**config.mk**
```make
export PLATFORM = sky130hd
export DESIGN_NAME = snax_exercise_out_serializer
export DESIGN_NICKNAME = d
export VERILOG_FILES = /design/src/rtl/snax_exercise_out_serializer.sv
export SDC_FILE = /design/constraint.sdc
export NUM_CORES = 1
export LEC_CHECK = 0
export ABC_AREA = 1
export CAP_MARGIN = 20
export CORE_AREA = 2 2 241 243
export CTS_CLUSTER_SIZE = 16
export DETAILED_ROUTE_END_ITERATION = 10
export DIE_AREA = 0 0 243 245
export PLACE_DENSITY = 0.74
export RECOVER_POWER = 25
export SLEW_MARGIN = 10
export SYNTH_ARGS = -nofsm -noshare
export SYNTH_HDL_FRONTEND = slang
export SYNTH_SLANG_ARGS = --single-unit
```
**constraint.sdc**
```tcl
create_clock -name clk_i -period 19.1 [get_ports clk_i]
set_clock_uncertainty 0.15 [all_clocks]
set_input_delay 3.82 -clock clk_i [delete_from_list [all_inputs] [get_ports clk_i]]
set_output_delay 3.82 -clock clk_i [all_outputs]
set_load 0.01 [all_outputs]
```
**src/rtl/snax_exercise_out_serializer.sv**
```systemverilog
// Output serializer for the exercise accelerator PE.
// Buffers 2*DataWidth results in a small FIFO and emits each one as two
// DataWidth beats (low half first) toward the data-streamer write port,
// tracking per-job progress against a CSR-supplied result count.
module snax_exercise_out_serializer #(
    parameter int DataWidth    = 64,
    parameter int RegDataWidth = 32,
    parameter int FifoDepth    = 4
) (
    input  logic                      clk_i,
    input  logic                      rst_i,
    input  logic                      start_i,
    input  logic [RegDataWidth-1:0]   len_i,
    input  logic [2*DataWidth-1:0]    res_i,
    input  logic                      res_valid_i,
    output logic                      res_ready_o,
    output logic [DataWidth-1:0]      wr_data_o,
    output logic                      wr_valid_o,
    input  logic                      wr_ready_i,
    output logic                      busy_o,
    output logic                      done_o,
    output logic [RegDataWidth-1:0]   beat_count_o
);

    localparam int PtrW = (FifoDepth > 1) ? $clog2(FifoDepth) : 1;
    localparam int CntW = $clog2(FifoDepth) + 1;

    typedef enum logic [0:0] {
        IDLE = 1'b0,
        RUN  = 1'b1
    } state_t;

    // Registered state
    state_t                    state_r;
    logic [2*DataWidth-1:0]    mem_r [FifoDepth];
    logic [PtrW-1:0]           wr_ptr_r;
    logic [PtrW-1:0]           rd_ptr_r;
    logic [CntW-1:0]           count_r;
    logic                      beat_sel_r;
    logic [RegDataWidth-1:0]   len_r;
    logic [RegDataWidth-1:0]   accepted_r;
    logic [RegDataWidth-1:0]   emitted_r;
    logic [RegDataWidth-1:0]   beat_count_r;
    logic                      done_r;

    // Next-state values
    state_t                    state_s;
    logic [CntW-1:0]           count_s;
    logic                      beat_sel_s;
    logic [RegDataWidth-1:0]   len_s;
    logic [RegDataWidth-1:0]   accepted_s;
    logic [RegDataWidth-1:0]   emitted_s;
    logic [RegDataWidth-1:0]   beat_count_s;
    logic                      done_s;

    // Handshake / status decode
    logic fifo_full_s;
    logic fifo_empty_s;
    logic push_s;
    logic beat_hs_s;
    logic pop_s;

    assign fifo_full_s  = (count_r == CntW'(FifoDepth));
    assign fifo_empty_s = (count_r == CntW'(0));

    // Ready depends only on registered state: no push-when-full bypass.
    assign res_ready_o  = (state_r == RUN) && !fifo_full_s && (accepted_r < len_r);
    assign wr_valid_o   = !fifo_empty_s;
    assign wr_data_o    = beat_sel_r ? mem_r[rd_ptr_r][2*DataWidth-1:DataWidth]
                                     : mem_r[rd_ptr_r][DataWidth-1:0];
    assign busy_o       = (state_r == RUN);
    assign done_o       = done_r;
    assign beat_count_o = beat_count_r;

    assign push_s    = res_valid_i && res_ready_o;
    assign beat_hs_s = wr_valid_o && wr_ready_i;
    assign pop_s     = beat_hs_s && beat_sel_r;

    // Next-state logic: job FSM, progress counters and FIFO occupancy.
    always_comb begin
        state_s      = state_r;
        done_s       = 1'b0;
        len_s        = len_r;
        accepted_s   = accepted_r + RegDataWidth'(push_s);
        emitted_s    = emitted_r + RegDataWidth'(pop_s);
        beat_count_s = beat_count_r + RegDataWidth'(beat_hs_s);
        beat_sel_s   = beat_sel_r ^ beat_hs_s;

        case ({push_s, pop_s})
            2'b10:   count_s = count_r + CntW'(1);
            2'b01:   count_s = count_r - CntW'(1);
            default: count_s = count_r;
        endcase

        case (state_r)
            IDLE: begin
                if (start_i) begin
                    beat_count_s = {RegDataWidth{1'b0}};
                    if (len_i != {RegDataWidth{1'b0}}) begin
                        state_s    = RUN;
                        len_s      = len_i;
                        accepted_s = {RegDataWidth{1'b0}};
                        emitted_s  = {RegDataWidth{1'b0}};
                        beat_sel_s = 1'b0;
                    end else begin
                        // Empty job: complete immediately without going busy.
                        done_s = 1'b1;
                    end
                end else begin
                    state_s = IDLE;
                end
            end
            RUN: begin
                // The final pop drains the last result; all results have
                // already been accepted, so the FIFO is empty afterwards.
                if (pop_s && ((emitted_r + RegDataWidth'(1)) == len_r)) begin
                    state_s = IDLE;
                    done_s  = 1'b1;
                end else begin
                    state_s = RUN;
                end
            end
            default: begin
                state_s = IDLE;
            end
        endcase
    end

    // Control and counter registers with synchronous reset.
    always_ff @(posedge clk_i) begin
        if (rst_i) begin
            state_r      <= IDLE;
            wr_ptr_r     <= {PtrW{1'b0}};
            rd_ptr_r     <= {PtrW{1'b0}};
            count_r      <= {CntW{1'b0}};
            beat_sel_r   <= 1'b0;
            len_r        <= {RegDataWidth{1'b0}};
            accepted_r   <= {RegDataWidth{1'b0}};
            emitted_r    <= {RegDataWidth{1'b0}};
            beat_count_r <= {RegDataWidth{1'b0}};
            done_r       <= 1'b0;
        end else begin
            state_r      <= state_s;
            wr_ptr_r     <= push_s ? wr_ptr_r + PtrW'(1) : wr_ptr_r;
            rd_ptr_r     <= pop_s  ? rd_ptr_r + PtrW'(1) : rd_ptr_r;
            count_r      <= count_s;
            beat_sel_r   <= beat_sel_s;
            len_r        <= len_s;
            accepted_r   <= accepted_s;
            emitted_r    <= emitted_s;
            beat_count_r <= beat_count_s;
            done_r       <= done_s;
        end
    end

    // FIFO storage; contents are only observed when the count marks them valid.
    always_ff @(posedge clk_i) begin
        if (push_s) begin
            mem_r[wr_ptr_r] <= res_i;
        end else begin
            mem_r[wr_ptr_r] <= mem_r[wr_ptr_r];
        end
    end

endmodule
```
==> impl_metrics.ini <==
[logic_synthesis]
synth_seq_area_share = 0.657
syn_inst = 2605
synthesis.nets = 2815
synth_warnings = 0
synth-main-ff-cell = edfxtp_1
synth_edf_count = 512
synth_cell_types = 43
syn_avg_cell_area_um2 = 10.6
syn_area_mm2 = 0.0277
ys_ff_latch = 652
synthArstFlopShare = 0

[drt]
num_vias = 20000
drc = 0
drtIter0Drc = 1667
postRouteAntennaNets = 0
drt_wl_total_um = 69100
avgViaCountPerCell = 5.44
drt_first_pass_iters = 5
wire_per_inst_um = 18.8

[cts]
cts.htree.levels = 3
clock_latency_ps = 600
cts.repair.resized = 0
cts_hold_buffers = 0
cts.sinks = 652
postCtsSetupRepairBufs = 0
cts_buffer_depth = 3
cts_buffers = 70
cts_tree = built
clk_pin_slew_ps = 50
cts_root_buffer = clkbuf_16

[worst_setup_path]
arrival_ps = 4690
path_max_fanout = 105
critPathCaptureType = output pin
critical_path_class = flip-flop to output pin
r2r_slack_ps = 14130
crit_path_start_kind = flip-flop
required_ps = 15130

[floorplan]
die_x_um = 243
design.core.area_mm2 = 0.0570
dieArea_mm2 = 0.0595
rows = 88
start_util = 0.485
die_h_um = 245
io_pins = 265

[place]
port_buffers = 264
dp.cells = 3532
globalplace.congestion = 0.897
dp_hpwl_um = 42900

[global_routing]
grt_max_degree = 135
gr-usage-all-layers = 0.229
grt_pass1_vias = 19800
antenna_found_initial = 25
grt_first_pass_wirelength_um = 107000
overflow = 0

[finish]
drive_above_1_share = 0.0677
utilization = 0.585
syn_to_final_growth_pct = 20.5
layout.nets = 3051
stdcell_count = 3667
multi_input_area_mm2 = 0.00848
register_area_mm2 = 0.0182
fill_cells = 4621

[timing]
maxSlewViolCount = 0
rsz0062_at_grt = no
tightest_slew_ps = 1120
min_period_ps = 8660
fin_crit_sh = 0.453
setup_tns_ps = 0
relSlewSlack = 0.250
hold_viol = 0
fmax_mhz = 115
setup_viol = 0

[status]
outcome = completed

[flow_run]
maxCapViolations = 0

[power_and_ir_drop]
peakVddDrop_mv = 0.0809
power-per-cell-area_mw_per_mm2 = 91.9
power.leakage_nw = 11.4

[min_path]
hp-class = flip-flop to flip-flop
-- Yosys cell counts, types with 54 or more instances --
cell type | count | area [µm²]
a21oi_1 | 93 | 465
a31oi_1 | 67 | 419
clkbuf_1 | 88 | 330
dfxtp_1 | 140 | 2800
edfxtp_1 | 512 | 15400
inv_1 | 144 | 541
nand2_1 | 226 | 848
nand3_1 | 54 | 270
nor2_1 | 609 | 2290
o21ai_0 | 317 | 1590
o22ai_1 | 64 | 400
-- metal layers --
layer  vias to the layer above  global-route usage  wire, µm  part of all wire
li1                       9555                   -         -                 -
met1                      9535               0.293     28700              0.42
met2                       703               0.381     33100              0.48
met3                       131              0.0557      5510             0.080
met4                        34              0.0796      1570             0.023
met5                         -                   0       217            0.0031
-- power breakdown --
group	switching [W]	internal (W)
combinational	0.0000893	0.0000679
sequential	0.00000924	0.00155
clock	0.000543	0.000801
total	0.000642	0.00242
-- cell families (layout without fill, tap and decap cells) --
| group | after synthesis | after routing | synth area share |
|---|---|---|---|
| other | 0 | 5 | 0 |
| AO/OA/AOI/OAI | 561 | 561 | 0.109 |
| adder cells (fa/ha/maj) | 45 | 45 | 0.0206 |
| buffers and inverters | 270 | 562 | 0.0378 |
| AND/OR/NAND/NOR | 1008 | 1008 | 0.153 |
| flip-flops | 652 | 652 | 0.657 |
| XOR/XNOR | 69 | 69 | 0.0218 |
-- stage by stage --
stage / setup WS, ps / power (W) / hold slack [ps] / area, µm²
5_1_grt: 10240 / 0.00316 / 322 / 33300
2_1_floorplan: 9050 / 0.00166 / 262 / 27700
3_5_place_dp: 10820 / 0.00175 / 292 / 31000
3_3_place_gp: 10850 / 0.00175 / 269 / 31000
4_1_cts: 10180 / 0.00310 / 300 / 33300
6_report: 10440 / 0.00306 / 294 / 33300
-- path summary, 6_finish.rpt --
check,to,depth (start not counted),from
hold / removal,flip-flop,1,rd_ptr_r[1]
setup reg to reg,mem_r[3][127],13,len_r[5]
setup / recovery,wr_data_o[7],8,flip-flop
hold reg to reg,flip-flop,1,rd_ptr_r[1]
-- cells in the final DEF (no fill, tap or decap), types with 64 or more instances in the layout --
| cell | Yosys | final |
|---|---|---|
| clkbuf_16 | 0 | 73 |
| inv_1 | 144 | 141 |
| edfxtp_1 | 512 | 512 |
| nor2_1 | 609 | 605 |
| nand2_1 | 226 | 225 |
| o21ai_0 | 317 | 317 |
| dfxtp_1 | 140 | 138 |
| o22ai_1 | 64 | 64 |
| a21oi_1 | 93 | 93 |
| clkdlybuf4s50_1 | 0 | 182 |
| a31oi_1 | 67 | 67 |
| dlygate4sd3_1 | 0 | 82 |
-- flip-flops by register name, indices dropped and copies added, names as in the netlist, named ones only --
| name | flops |
|---|---|
| done_o | 1 |
| busy_o | 1 |
| rd_ptr_r | 2 |
| beat_sel_r | 1 |
| mem_r | 512 |
| accepted_r | 32 |
| len_r | 32 |
| count_r | 3 |
| emitted_r | 32 |
| wr_ptr_r | 2 |
| beat_count_o | 32 |
-- final cells by class --
type | count | area share
Timing Repair Buffer | 285 | 0.0852
Inverter | 149 | 0.0171
Tap cell | 765 | 0.0287
Multi-Input combinational cell | 1683 | 0.254
Clock inverter | 37 | 0.0106
Sequential cell | 652 | 0.545
Antenna cell | 5 | 0.000375
Clock buffer | 91 | 0.0583
-- critical path, stage by stage, from the launching register on --
cell and delay, ps:
dfxtp_4 670, buf_4 370, buf_16 340, buf_4 840, o21ai_0 220, o22ai_1 320, nor2_1 100, a31oi_1 420
clkdlybuf4s50_1 640
No activity file was read; power rests on OpenSTA's default activity.
